File: config.mk
export PLATFORM = sky130hd
export DESIGN_NAME = dcache_ctrl
export DESIGN_NICKNAME = d
export VERILOG_FILES = /design/src/rtl/dcache_ctrl.sv
export SDC_FILE = /design/constraint.sdc
export NUM_CORES = 1
export LEC_CHECK = 0
export CAP_MARGIN = 20
export CORE_ASPECT_RATIO = 1.75
export CORE_MARGIN = 4
export CORE_UTILIZATION = 30
export CTS_BUF_LIST = sky130_fd_sc_hd__clkbuf_8
export CTS_CLUSTER_DIAMETER = 100
export DETAILED_ROUTE_END_ITERATION = 12
export PLACE_DENSITY = 0.53
export SLEW_MARGIN = 20
export SYNTH_ARGS = -nofsm -noshare
export SYNTH_HDL_FRONTEND = slang
export SYNTH_SLANG_ARGS = --single-unit
File: constraint.sdc
create_clock -name clk -period 9.7 [get_ports clk]
set_input_delay 2.91 -clock clk [delete_from_list [all_inputs] [get_ports clk]]
set_output_delay 2.91 -clock clk [all_outputs]
set_load 0.02 [all_outputs]
File: src/rtl/dcache_ctrl.sv
// Direct-mapped, one-word-per-line, write-through/no-write-allocate data cache
// sitting in the MEM stage; stalls the pipeline via data_hit while memory is busy.
module dcache_ctrl #(
  parameter int unsigned LINES = 16,
  parameter int unsigned IDX_W = 4
) (
  input  logic        clk,
  input  logic        rst,
  input  logic        mem_read,
  input  logic        mem_write,
  input  logic [31:0] addr,
  input  logic [31:0] write_data,
  output logic [31:0] read_data,
  output logic        data_hit,
  output logic        mm_req,
  output logic        mm_we,
  output logic [31:0] mm_addr,
  output logic [31:0] mm_wdata,
  input  logic [31:0] mm_rdata,
  input  logic        mm_ack
);

  localparam int unsigned TAG_W = 32 - IDX_W - 2;

  typedef enum logic [1:0] {
    S_IDLE  = 2'd0,
    S_RFILL = 2'd1,
    S_WTHRU = 2'd2
  } state_e;

  state_e             r_state;
  state_e             w_next_state;
  logic               r_done;
  logic [LINES-1:0]   r_valid;
  logic [TAG_W-1:0]   r_tag  [LINES];
  logic [31:0]        r_data [LINES];

  logic [IDX_W-1:0]   w_idx;
  logic [TAG_W-1:0]   w_tag;
  logic               w_hit;
  logic               w_issue_rd;
  logic               w_issue_wr;
  logic               w_txn_done;
  logic               w_fill;
  logic               w_wr_upd;
  logic               w_unused;

  assign w_idx    = addr[IDX_W+1:2];
  assign w_tag    = addr[31:IDX_W+2];
  assign w_hit    = r_valid[w_idx] && (r_tag[w_idx] == w_tag);
  assign w_unused = ^addr[1:0];

  // State register
  always_ff @(posedge clk or posedge rst) begin
    if (rst) begin
      r_state <= S_IDLE;
    end else begin
      r_state <= w_next_state;
    end
  end

  // Next-state logic; a just-finished store gets one idle cycle before re-arbitration
  always_comb begin
    w_next_state = r_state;
    unique case (r_state)
      S_IDLE: begin
        if (r_done) begin
          w_next_state = S_IDLE;
        end else if (mem_write) begin
          w_next_state = S_WTHRU;
        end else if (mem_read && !w_hit) begin
          w_next_state = S_RFILL;
        end
      end
      S_RFILL: if (mm_ack) w_next_state = S_IDLE;
      S_WTHRU: if (mm_ack) w_next_state = S_IDLE;
      default: w_next_state = S_IDLE;
    endcase
  end

  // Pipeline-facing outputs and internal strobes
  always_comb begin
    data_hit   = 1'b0;
    read_data  = 32'h0;
    w_issue_rd = 1'b0;
    w_issue_wr = 1'b0;
    w_txn_done = 1'b0;
    w_fill     = 1'b0;
    w_wr_upd   = 1'b0;
    unique case (r_state)
      S_IDLE: begin
        if (r_done) begin
          data_hit = 1'b1;
        end else if (mem_write) begin
          w_issue_wr = 1'b1;
        end else if (mem_read) begin
          data_hit   = w_hit;
          read_data  = w_hit ? r_data[w_idx] : 32'h0;
          w_issue_rd = !w_hit;
        end else begin
          data_hit = 1'b1;
        end
      end
      S_RFILL: begin
        w_txn_done = mm_ack;
        w_fill     = mm_ack;
      end
      S_WTHRU: begin
        w_txn_done = mm_ack;
        w_wr_upd   = mm_ack && w_hit;
      end
      default: ;
    endcase
  end

  // Memory-side request registers, held until the acknowledge
  always_ff @(posedge clk or posedge rst) begin
    if (rst) begin
      mm_req   <= 1'b0;
      mm_we    <= 1'b0;
      mm_addr  <= 32'h0;
      mm_wdata <= 32'h0;
      r_done   <= 1'b0;
    end else begin
      r_done <= (r_state == S_WTHRU) && mm_ack;
      if (w_issue_wr) begin
        mm_req   <= 1'b1;
        mm_we    <= 1'b1;
        mm_addr  <= {addr[31:2], 2'b00};
        mm_wdata <= write_data;
      end else if (w_issue_rd) begin
        mm_req  <= 1'b1;
        mm_we   <= 1'b0;
        mm_addr <= {addr[31:2], 2'b00};
      end else if (w_txn_done) begin
        mm_req <= 1'b0;
        mm_we  <= 1'b0;
      end
    end
  end

  always_ff @(posedge clk or posedge rst) begin
    if (rst) begin
      r_valid <= '0;
    end else if (w_fill) begin
      r_valid[w_idx] <= 1'b1;
    end
  end

  // Tag/data arrays carry no reset; valid bits gate their use
  always_ff @(posedge clk) begin
    if (w_fill) begin
      r_tag[w_idx]  <= w_tag;
      r_data[w_idx] <= mm_rdata;
    end else if (w_wr_upd) begin
      r_data[w_idx] <= write_data;
    end
  end

endmodule

* Yosys cells after proc, flatten, opt, wreduce, memory -nomap -nowiden *
Memory sizes are Yosys's and may differ from the RTL's.
Index checks and enable logic that the tools add are counted.

word-level totals
  bits in registers = 85
  bits in writable memories = 928
  input port bits = 101
  output and inout bits = 99
  logic and storage cells = 70
  memories = 2

operators by class
  $lt $le $gt $ge = 2
  equality and inequality tests = 5
  muxes and demuxes = 41
  bitwise gates (word level) = 2
  reductions and logical operators = 11

memories
  memory  words  width  rd ports  clocked after memory_dff  write ports  line  text
  r_data  16     32     1         0                         1            36    logic [31:0] r_data [LINES];
  r_tag   16     26     1         0                         1            35    logic [TAG_W-1:0] r_tag [LINES];

operator list
  operator              count
  $mux W32              8
  $eq A26 B26 Y1        1
  $mux W1               26
  $or A16 B16 Y16       1
  $mux W2               4
  $logic_and A1 B1 Y1   5
  $lt A4 B5 Y1 const B  1
  $bmux W1 S4           1
  $demux W1 S4          1
  $ge A4 B1 Y1 const B  1
  $ne A4 B4 Y1 const B  1
  $pmux W2 S2           1
  $reduce_bool A3 Y1    1
  $eq A2 B1 Y1 const B  1
  $eq A2 B2 Y1 const B  1
  $logic_not A2 Y1      1
  $ne A2 B1 Y1 const B  1
  $reduce_and A2 Y1     1
  $reduce_bool A2 Y1    1
  $reduce_or A2 Y1      1
  $logic_not A1 Y1      1
  $or A1 B1 Y1          1

* Logic depth before layout (Yosys ltp) *
Gate-level depths: netlist of the first run.

  depth in word-level cells = 10
  depth in mapped cells = 15
  mapped depth without buffers = 8

* Least setup slack after synthesis of the first run *
Ideal clock, no wire load.

  kind = input to output
  start = input addr[3]
  end = output read_data[10]
  arrival = 6046 ps
  data required time = 6790 ps
  path slack = 744 ps
  stages on the path = 12
  path buffers = 6
  cell sequence = buf_4 -> buf_12 -> buf_8 -> buf_12 -> buf_6 -> mux4_2 -> a32o_1 -> or4_1 -> a21oi_4 -> nand4_1 -> clkbuf_1 -> nor3b_1

on the way
  longest elaborated chain between the ends = 8

RTL lines
  element                                         line  text
  start: declaration                              11    input logic [31:0] addr,
  $mem_v2 Z16 W26 or $bmux W1 S4 (tied branches)  -
  $eq A26 B26 Y1 or $mux W1 (tied branches)       50    assign w_hit = r_valid[w_idx] && (r_tag[w_idx] == w_tag);
  $logic_and A1 B1 Y1                             50
  $mux W32 *                                      98    read_data = w_hit ? r_data[w_idx] : 32'h0;
  $mux W32 *                                      96    end else if (mem_read) begin
  $mux W32 *                                      94    end else if (mem_write) begin
  $mux W32 *                                      92    if (r_done) begin
  $mux W32 *                                      90    unique case (r_state)
  end: declaration                                13    output logic [31:0] read_data,

Mark *: on every way between the ends. The rest lies on a longest branch, timed or not. The select of a mux whose other input is x is not followed.

* Final worst setup path of the first run *
  start = input addr[2]
  end = output data_hit

on the way
  longest elaborated chain between the ends = 7

RTL lines
  element                                         line  text
  $mem_v2 Z16 W26 or $bmux W1 S4 (tied branches)  -
  $eq A26 B26 Y1 or $mux W1 (tied branches)       50
  $logic_and A1 B1 Y1 *                           50
  $mux W1 *                                       96
  $mux W1 *                                       94
  $mux W1 *                                       92
  $mux W1 *                                       90
  end: declaration                                14    output logic data_hit,

Marked as above.

==> metrics.txt, run 1 <==
status completed; clk slew on worst S/H paths 0.06 ns; Initial DRC Count 1519; Post-synth top cells edfxtp_1 (928), mux4_2 (237), mux2i_1 (89); Max-Cap Viols 0; Detail Route Antenna Nets 0; Distinct cells, synth 71; Power Total 9.91 mW; Tcrit/Tclk final 0.998; Final min period 9.68 ns; Critical Path RT 6.79 ns; delay-heaviest family, CP compound AO/OA/AOI/OAI gates; Synth area leader edfxtp_1; initial antenna violation count 5; final hold vios 0; CTS tree done; DIE WIDTH 286 µm; Yosys warnings 0; routed length per instance 25.7 µm; PnR worst setup slack 0.0153 ns; worst slew pin tran 0.994 ns; GR Util All Layers 0.153; Placer Congestion 0.789; worst-path cell chain buf_8 -> buf_12 -> buf_4 -> or2_2 -> o22ai_1 -> nor4_1 -> a221oi_2 -> buf_4 -> a41oi_2 -> buf_4 -> a2111oi_4 -> a31oi_1 -> o21ai_2 -> buf_4 -> clkdlybuf4s50_1; flip-flop and latch area 29900 µm²; Clock Power Share 0.345; GRT Residual Overflow 0; sw power 2.52 mW; multi-input logic area 10100 µm²; clk_skew 0.0452 ns; share of layout cells above drive strength 1 0.328; via count of the routed design 20300; Clk Latency, worst-skew pair 0.86 ns; combinational power share 0.144; Cell Rows 178; number of global-route vias before repair 22400; CP Buf/Inv Count 7; Mapped Area 40400 µm²; pwr dens 203 nW/µm²; core area 134000 µm²; max_slew headroom 0.337; cell with the most instances on the worst path buf_4; Setup CP Type in -> out; top-count cell post-synth edfxtp_1; Inst Count DP 3936; I/O Pins 200; Nets 2396; Post-synth ARST share 0.0821; CTS max path bufs 3; filler-free cell count of the finished design 4216; CP Launch Type primary input; P_leak 16.4 nW; R2R depth 12; H-tree levels 4; worst hold endpoint r_valid[15]$_DFFE_PP0P_; PortBufs 195; area share of the largest cell type after synthesis 0.689; R2R setup slack 4.94 ns; hold_buf cts 0; Die Ht 494 µm; clk root buf clkbuf_8; vias per cell 4.81; worst flop-to-flop path endpoint r_data[10][27]$_DFFE_PP_; sequential element share of the synthesized area 0.741; Slew Viols, Final 0; critical hold path startpoint r_valid[15]$_DFFE_PP0P_; synthesized netlist cell count 1875; first-pass GRT wire length 156000 µm; TritonCTS Sinks 1011; Die Area 141000 µm²; WL final 108000 µm; Area growth, synth to finish 20.5%; worst r2r src r_tag[6][1]$_DFFE_PP_; Mean Syn Cell Area 21.6 µm²; WP data arrival 6.77 ns; RSZ-0062 raised after global routing true; slowest CP cell clkdlybuf4s50_1; Num CTS Buffers 152; Max stage delay on crit path 0.59 ns; crit-path max FO 14; final setup fails 0; register bit total from synthesis 1011; Synth Flop Type edfxtp_1; Worst VDD drop 134 µV; Max Clk Rate 103 MHz; Pre-antenna DRT Iters 7; DP Wirelength 65900 µm; Pint 7.39 mW; DRC viols 0; Initial Util 0.301; WHS 0.470 ns; Hold Crit Depth 1; largest net degree at the start of global routing 56; number of synthesized flops with an enable pin 928; HP Class reg -> reg; CP Depth 15; Net Sw Frac 0.255; type of destination of the critical path output port; sequential power share 0.511; Fill cells 12500; pre-CTS WS -0.546 ns; Synth area leaders edfxtp_1 (69%), mux4_2 (13%), dfrtp_1 (5.1%), mux2i_1 (2.2%), mux2_4 (2.2%)
## cells by family after synthesis
logic type | after synthesis | synth area share
muxes | 436 | 0.190
AOI/OAI and AO/OA | 112 | 0.0213
xor gates and xnor gates | 29 | 0.00628
other | 1 | 0.0000927
buffers and inverters | 117 | 0.0165
adders and majority gates | 3 | 0.000928
DFF | 1011 | 0.741
and+or+nand+nor | 166 | 0.0242
## routing by layer
layer  share of wire  up-vias  routed length [µm]  GRT usage
li1                -     8667                   -          -
met1            0.38    10800               40700      0.172
met2            0.55      621               59000      0.285
met3           0.044      195                4790     0.0274
met4           0.034        2                3680     0.0592
met5         0.00012        -                  13          0
## worst max path at each step
stage | startpoint | endpoint | slack, ns
2_1_floorplan | addr[3] | read_data[10] | 0.74
6_report | addr[2] | data_hit | 0.02
3_3_place_gp | addr[2] | data_hit | -0.51
3_5_place_dp | addr[3] | data_hit | -0.55
5_1_grt | addr[3] | data_hit | -0.02
4_1_cts | addr[3] | data_hit | 0.02
## registers in the layout (all words and copies together) (netlist names)
| register | cells |
|---|---|
| r_tag | 416 |
| r_valid | 16 |
| mm_addr | 30 |
| mm_req | 1 |
| r_state | 2 |
| r_done | 1 |
| mm_wdata | 32 |
| r_data | 512 |
| mm_we | 1 |
## per-stage QoR
stage	utilization	TNS [ns]	area (µm²)
floorplan	-	0	40400
detailed placement	0.340	-2.44	45600
finish	0.363	0	48700
CTS	0.362	0	48700
global route	0.363	-0.0181	48700
global placement	0.340	-3.96	45600
## placed cells by master (no fill, tap or decap), types with 15 or more instances in the layout
cell             instances
clkbuf_8               157
inv_1                   63
mux2_2                  51
clkdlybuf4s50_1        175
or2_2                   17
xnor2_1                 15
nand2_1                 23
buf_4                  162
dfrtp_1                 83
mux2i_1                 88
edfxtp_1               928
mux4_2                 237
nor3b_1                 31
clkinv_2                24
mux2_4                  59
clkinv_1                29
a22oi_1                 16
## power by group through the flow
| stage | clock (mW) | combinational, mW | sequential [mW] |
|---|---|---|---|
| 2_1_floorplan | 0 | 0.633 | 5.30 |
| 5_1_grt | 3.73 | 1.52 | 5.09 |
| 6_report | 3.42 | 1.43 | 5.06 |
| 3_5_place_dp | 0 | 1.45 | 5.16 |
| 4_1_cts | 3.53 | 1.46 | 5.07 |
| 3_3_place_gp | 0 | 1.44 | 5.14 |
## cell type report
class | count | area share
tap | 1800 | 0.0462
timing repair buffer | 360 | 0.0691
multi-input combinational | 748 | 0.208
clock inverter | 120 | 0.0160
clock buffer | 157 | 0.0444
sequential | 1011 | 0.615
antenna | 1 | 0.0000514
inverter | 19 | 0.00152
## timing repair
action | CTS | global route
endpoints found under the hold margin | 0 | 0
pin swaps | 1 | 2
setup buffers | 0 | 0
cloned | 1 | 1
resized for setup | 10 | 11
setup endpoints to repair | 29 | 13
(Power assumes the default switching activity.)
==> run 2: changes to the inputs <==
PLACE_DENSITY = 0.54   (was 0.53)
clock period = 8.55 ns   (was 9.7 ns; I/O delays follow)
==> metrics.txt, run 2 (same netlist as run 1, synthesis figures left out) <==
CP Launch Type primary input; slowest CP cell mux4_2; Final min period 8.40 ns; Clk Latency, worst-skew pair 0.85 ns; Pre-antenna DRT Iters 7; R2R setup slack 4.10 ns; met2 usage 0.282; Util after Layout 0.368; dpl cell area 46100 µm²; Worst VDD drop 143 µV; most frequent cells in the layout edfxtp_1 (928), mux4_2 (237), buf_4 (190), clkbuf_8 (162), clkdlybuf4s50_1 (158); largest net degree at the start of global routing 60; final hold vios 0; most common cell after layout, fill and taps aside edfxtp_1; first-pass GRT wire length 157000 µm; leading registers by flop count r_data: 512 flops, r_tag: 416 flops, mm_wdata: 32 flops; max reg flops 512; worst-path cell chain buf_16 -> buf_8 -> bufbuf_16 -> mux4_2 -> mux2i_1 -> xor2_1 -> nor2_1 -> or3_1 -> nor4_2 -> nand4_1 -> buf_6 -> buf_16 -> buf_12 -> nor3b_4 -> buf_4 -> buf_4; HP Class reg -> reg; DP Wirelength 64400 µm; worst flop-to-flop path endpoint r_data[9][22]$_DFFE_PP_; clk_skew 0.0403 ns; Max-Cap Viols 0; pwr dens 230 nW/µm²; initial antenna violation count 2; number of global-route vias before repair 22400; TritonCTS Sinks 1011; Max stage delay on crit path 0.50 ns; type of destination of the critical path output port; WP data arrival 5.84 ns; H-tree levels 4; Die Area 141000 µm²; GR Util All Layers 0.154; GRT Residual Overflow 0; worst hold endpoint r_valid[3]$_DFFE_PP0P_; post-route cell area 49500 µm²; status completed; Slew Viols, Final 0; Placer Congestion 0.813; multi-input logic area 10200 µm²; Hold Crit Depth 1; filler-free cell count of the finished design 4264; vias per cell 4.83; via count of the routed design 20600; clk root buf clkbuf_8; DIE WIDTH 286 µm; crit-path max FO 12; WL final 109000 µm; core area 134000 µm²; Num CTS Buffers 153; I/O Pins 200; final setup fails 0; CTS max path bufs 3; Initial DRC Count 1332; max_slew headroom 0.394; RSZ-0062 raised after global routing false; Setup TNS 0 ns; PortBufs 195; clk slew on worst S/H paths 0.06 ns; met1 GRT Util 0.180; flip-flop and latch area 29900 µm²; Fill cells 12400; Max Clk Rate 119 MHz; CTS tree done; Most Used Layer, Global Route met2; hold_buf cts 0; Initial Util 0.301; P_leak 16.8 nW; Area growth, synth to finish 22.3%; Global Route met3 Usage 0.0246; Setup CP Type in -> out; Nets 2440; Tcrit/Tclk final 0.983; worst slew pin tran 0.909 ns; worst r2r src r_tag[6][1]$_DFFE_PP_; Reg with most FFs r_data; Inst Count DP 3972; routed length per instance 25.5 µm; Critical Path RT 5.99 ns; critical hold path startpoint r_valid[3]$_DFFE_PP0P_; DRC viols 0; Die Ht 494 µm; Detail Route Antenna Nets 0; share of layout cells above drive strength 1 0.345; Cell Rows 178; R2R depth 12
run 2: report_power, final:
| part | internal [mW] | leakage (nW) | switching [mW] |
|---|---|---|---|
| registers | 5.63 | 9.34 | 0.114 |
| clock network | 2.08 | 1.77 | 1.91 |
| logic | 0.821 | 5.67 | 0.815 |
| total | 8.53 | 16.8 | 2.84 |
run 2: worst max-delay path by stage:
stage	from	to
finish	addr[3]	read_data[6]
global route	addr[2]	read_data[6]
CTS	addr[3]	read_data[4]
detailed placement	addr[3]	data_hit
global placement	addr[3]	data_hit
floorplan	addr[3]	read_data[10]
run 2: repair_timing:
| action | CTS | global route |
|---|---|---|
| setup endpoints to repair | 33 | 23 |
| gates cloned | 2 | 0 |
| gates resized for setup | 88 | 5 |
| pin swaps | 9 | 6 |
| setup buffers | 3 | 4 |
run 2: cell type report:
cell class	count	share of cell area
clock inverter	120	0.0171
sequential	1011	0.606
antenna	1	0.0000506
tap	1800	0.0455
inverter	19	0.00154
clock buffer	162	0.0451
multi-input combinational	748	0.207
timing repair buffer	403	0.0783
run 2: metal layers:
| layer | share of wire | vias up |
|---|---|---|
| met2 | 0.54 | 604 |
| met4 | 0.034 | 0 |
| met5 | 0 | - |
| met1 | 0.39 | 11100 |
| met3 | 0.041 | 182 |
| li1 | - | 8756 |
run 2: worst max-delay path: cells and delay by family:
kind | cells | cell delay (ns)
buffers and inverters | 8 | 1.24
xor gates and xnor gates | 1 | 0.31
and+or+nand+nor | 5 | 1.00
muxes | 2 | 0.67
run 2: through the flow:
stage / power, mW / hold WS [ns] / worst slack (ns)
global placement: 7.47 / 0.447 / -0.812
global route: 11.9 / 0.489 / 0.0154
finish: 11.4 / 0.467 / 0.148
detailed placement: 7.50 / 0.454 / -0.826
floorplan: 6.74 / 0.429 / 0.284
CTS: 11.6 / 0.469 / 0.0504
==> run 3: changes to the inputs <==
CTS_CLUSTER_DIAMETER = 50   (was 100)
==> metrics.txt, run 3 (same netlist as run 1, synthesis figures left out) <==
status completed; GRT Residual Overflow 0; combinational power share 0.144; Setup TNS 0 ns; sw power 2.85 mW; Initial Util 0.301; pwr dens 229 nW/µm²; sequential power share 0.507; Cell Rows 178; Reg with most FFs r_data; DIE WIDTH 286 µm; Detail Route Antenna Nets 0; share of layout cells above drive strength 1 0.346; DP Wirelength 64400 µm; Max Clk Rate 119 MHz; worst hold endpoint r_valid[3]$_DFFE_PP0P_; final setup fails 0; Final min period 8.40 ns; DRC viols 0; largest net degree at the start of global routing 60; most common cell after layout, fill and taps aside edfxtp_1; routed length per instance 25.4 µm; Die Ht 494 µm; WL final 109000 µm; RSZ-0062 raised after global routing false; Area growth, synth to finish 22.3%; via count of the routed design 20700; WHS 0.468 ns; max reg flops 512; clk_skew 0.0447 ns; first-pass GRT wire length 157000 µm; critical hold path startpoint r_valid[3]$_DFFE_PP0P_; Initial DRC Count 1367; Max stage delay on crit path 0.50 ns; slowest CP cell mux4_2; Setup CP Type in -> out; worst r2r src r_tag[7][1]$_DFFE_PP_; I/O Pins 200; core area 134000 µm²; Setup crit start addr[3]; CTS max path bufs 3; number of global-route vias before repair 22500; Clk Latency, worst-skew pair 0.86 ns; most frequent cells in the layout edfxtp_1 (928), mux4_2 (237), buf_4 (190), clkbuf_8 (162), clkdlybuf4s50_1 (158); Placer Congestion 0.813; Pint 8.48 mW; clk root buf clkbuf_8; HP Class reg -> reg; final hold vios 0; Util after Layout 0.368; hold_buf cts 0; R2R depth 12; WP data arrival 5.83 ns; PortBufs 195; TritonCTS Sinks 1011; Hold Crit Depth 1; R2R setup slack 4.11 ns; max_slew headroom 0.401; initial antenna violation count 3; H-tree levels 4; Num CTS Buffers 157; CTS tree done; vias per cell 4.84; P_leak 16.8 nW; CP Launch Type primary input; Tcrit/Tclk final 0.982; Clock Power Share 0.349; Slew Viols, Final 0; Power Total 11.3 mW; worst-path cell chain buf_16 -> buf_8 -> bufbuf_16 -> mux4_2 -> mux2i_1 -> xor2_1 -> nor2_1 -> or3_1 -> nor4_2 -> nand4_1 -> buf_6 -> buf_16 -> buf_12 -> nor3b_4 -> buf_4 -> buf_4; GR Util All Layers 0.154; Die Area 141000 µm²; Nets 2444; crit-path max FO 12; type of destination of the critical path output port; clk slew on worst S/H paths 0.06 ns; Net Sw Frac 0.252; worst slew pin tran 0.898 ns; leading registers by flop count r_data: 512 flops, r_tag: 416 flops, mm_wdata: 32 flops; Pre-antenna DRT Iters 7; Worst VDD drop 143 µV; Critical Path RT 5.99 ns; Max-Cap Viols 0; worst flop-to-flop path endpoint r_data[9][22]$_DFFE_PP_
-- run 3: cell count changes in the layout (fill, tap and decap cells not counted), sizes merged --
cell,change
clkinvlp,+3
diode,+1
clkinv,-6
inv,+10
bufinv,-2
-- run 3: area by class of cell --
class	instances	area, µm²
sequential	1011	29900
timing repair buffer	403	3890
antenna	2	5.00
clock inverter	125	823
tap	1800	2250
fill	12400	84900
multi-input combinational	748	10200
inverter	19	76.3
clock buffer	162	2230
-- run 3: layer usage --
layer | GRT usage | vias up | wire length [µm]
li1 | - | 8760 | -
met1 | 0.179 | 11100 | 41500
met2 | 0.282 | 627 | 58800
met3 | 0.0249 | 179 | 4700
met4 | 0.0599 | 0 | 3600
met5 | 0 | - | 0
-- run 3: how the worst max path moves through the flow --
stage | endpoint | slack (ns) | cells after the start
floorplan | read_data[10] | 0.28 | 12
global placement | data_hit | -0.81 | 15
detailed placement | data_hit | -0.83 | 15
CTS | read_data[4] | 0.05 | 17
global route | read_data[6] | 0.01 | 17
finish | read_data[6] | 0.15 | 16
-- run 3: critical path, delay by kind of cell --
family                    cells  cell delay, ns
and+or+nand+nor               5            0.99
xor gates and xnor gates      1            0.30
muxes                         2            0.68
buffers and inverters         8            1.26
-- run 3: stage by stage --
step                std cells  worst slack (ns)  cell area, µm²
CTS                      4264            0.0504           49400
detailed placement       3972            -0.826           46100
finish                   4270             0.152           49400
floorplan                1876             0.284           40400
global placement         3972            -0.812           46100
global route             4269            0.0143           49400
-- run 3: power groups by stage --
stage	Clock [mW]	Combinational, mW	Sequential, mW
finish	3.95	1.64	5.75
global route	4.31	1.74	5.77
CTS	4.09	1.67	5.75
detailed placement	0	1.65	5.85
global placement	0	1.63	5.84
floorplan	0	0.718	6.02
-- run 3: what timing repair did --
action                     CTS  global route
setup endpoints to repair   33            23
cloned                       2             1
pin swaps                    9             4
resized for setup           88             4
setup buffers                3             3
==> patch (settings of run 3) <==
`IDX_W`: 4 -> 5.
--- a/src/rtl/dcache_ctrl.sv
+++ b/src/rtl/dcache_ctrl.sv
@@ -3,5 +3,5 @@
 module dcache_ctrl #(
   parameter int unsigned LINES = 16,
-  parameter int unsigned IDX_W = 4
+  parameter int unsigned IDX_W = 5
 ) (
   input  logic        clk,
Behaviour: not the same (a bounded check fails within 4 cycles, from zero or initial values and one cycle with rst high).
==> patch against run 3 <==
  * Sequential cell count is 16 lower
  * Highest routed layer is now met5
  * Register-to-register slack better by 180 ps
  * Wire length is 4.8% lower
  * Final area is 3.3% lower
  * Count of clock-buffer cells in the layout is 5 lower
  * Global-route usage is 0.50 points lower
  * Die area is 2.2% lower
  * Critical path type unchanged
  * Maximum frequency is 0.74% lower
  * Non-clock buffer count is 17 lower
  * Clock skew is 5.1 ps higher
  * Power is 4.3% lower
  * Area after synthesis is 2.3% lower
  * Worst setup slack worse by 63 ps
==> patch: results (changes against run 3) <==
| Quantity | Reported | Unit | Delta |
|---|---|---|---|
| Result of the run | complete, no violations | - | unchanged |
| Detailed-routing wirelength on met1 | 38600 | µm | was 41500 µm |
| Fraction of standard cell area that is sequential | 0.616 | - | was 0.606 |
| Diodes inserted | 4 | - | was 2 |
| Post-CTS setup buffer count | 0 | - | was 3 |
| Unique masters post-synth | 55 | - | was 71 |
| Gates resized, CTS repair | 43 | - | was 88 |
| Global-route track usage on met2 | 0.274 | - | was 0.282 |
| Setup Skew | 49.7 | ps | was 44.7 ps |
| Share of synthesized flip-flops with an asynchronous set or reset | 0.0834 | - | was 0.0821 |
| TritonCTS Buffers | 150 | - | was 157 |
| Wire length of the first global-routing pass | 148000 | µm | was 157000 µm |
| DR top layer | met5 | - | was met4 |
| Met2 wire len | 56000 | µm | was 58800 µm |
| Clock buf count | 157 | - | was 162 |
| Power per standard cell area | 227 | nW/µm² | was 229 nW/µm² |
| Number of cells produced by synthesis | 1872 | - | was 1875 |
| Total number of nets in the final design | 2417 | - | was 2444 |
| Final weighted congestion in routability-driven placement | 0.827 | - | was 0.813 |
| Pwr Total | 10.9 | mW | was 11.3 mW |
| Detail Placement HPWL | 62200 | µm | was 64400 µm |
| Area fraction in compound gates after synthesis | 0.0274 | - | was 0.0213 |
| Initial detailed-routing violation count | 1571 | - | was 1367 |
| Multi-input gate count | 763 | - | was 748 |
| Sequential share of the synthesized area | 0.746 | - | was 0.741 |
| Part of the total power dissipated in combinational logic | 0.140 | - | was 0.144 |
| Leakage power figure | 16.2 | nW | was 16.8 nW |
| Cells taking the most area after synthesis | edfxtp_1 (69%), mux4_2 (12%), dfrtp_1 (5.3%), mux2i_1 (2.4%), mux2_2 (1.4%) | - | was edfxtp_1 (69%), mux4_2 (13%), dfrtp_1 (5.1%), mux2i_1 (2.2%), mux2_4 (2.2%) |
| Instance area at placement | 45000 | µm² | was 46100 µm² |
| Sequential logic power | 5.66 | mW | was 5.75 mW |
| Initial antenna violation count | 5 | - | was 3 |
| Per-cell routed wire length | 25.1 | µm | was 25.4 µm |
| Non-Clock Buffer Count | 386 | - | was 403 |
| Number of signal-net inverters in the final layout | 17 | - | was 19 |
| Biggest registers after layout | r_data: 512 flops, r_tag: 400 flops, mm_wdata: 32 flops | - | was r_data: 512 flops, r_tag: 416 flops, mm_wdata: 32 flops |
| # fillers | 12009 | - | was 12445 |
| Global routing usage on met1 | 0.168 | - | was 0.179 |
| Worst-margin pin slew | 915 | ps | was 898 ps |
| Area of the multi-input gates | 9810 | µm² | was 10200 µm² |
| All-layer global routing usage | 0.149 | - | was 0.154 |
| Met3 Resource Use GR | 0.0302 | - | was 0.0249 |
| Number of flip-flops and latches | 995 | - | was 1011 |
| Maximum vdd ir drop | 171 | µV | was 143 µV |
| ClkCell Share | 0.0586 | - | was 0.0617 |
| Core occupancy in the finished layout | 0.366 | - | was 0.368 |
| Slowest stage delay, CP | 350 | ps | was 500 ps |
| Pre-CTS worst setup slack | -503 | ps | was -826 ps |
==> patch: changes by cell type after synthesis, moves of 9 or more <==
cell / before / now
nor2b_1: 11 / 41
mux4_2: 237 / 219
or2_2: 17 / 1
edfxtp_1: 928 / 912
mux2_4: 59 / 30
a211oi_1: 4 / 16
a22oi_1: 16 / 30
mux2_1: 0 / 29
a21o_1: 1 / 17
nor3b_1: 33 / 0
xnor2_1: 15 / 24
==> patch: final timing paths <==
| kind | startpoint | end | slack (ps) | cells past startpoint |
|---|---|---|---|---|
| max | addr[3] | read_data[4] | 90 | 16 |
| min | r_valid[13] | r_valid[13] | 450 | 1 |
| max reg2reg | r_tag[8][8] | r_data[10][18] | 4290 | 10 |
| min reg2reg | r_valid[13] | r_valid[13] | 450 | 1 |
| max in group asynchronous | rst | mm_wdata[2] | 5150 | 3 |
| min in group asynchronous | rst | mm_wdata[18] | 2120 | 2 |
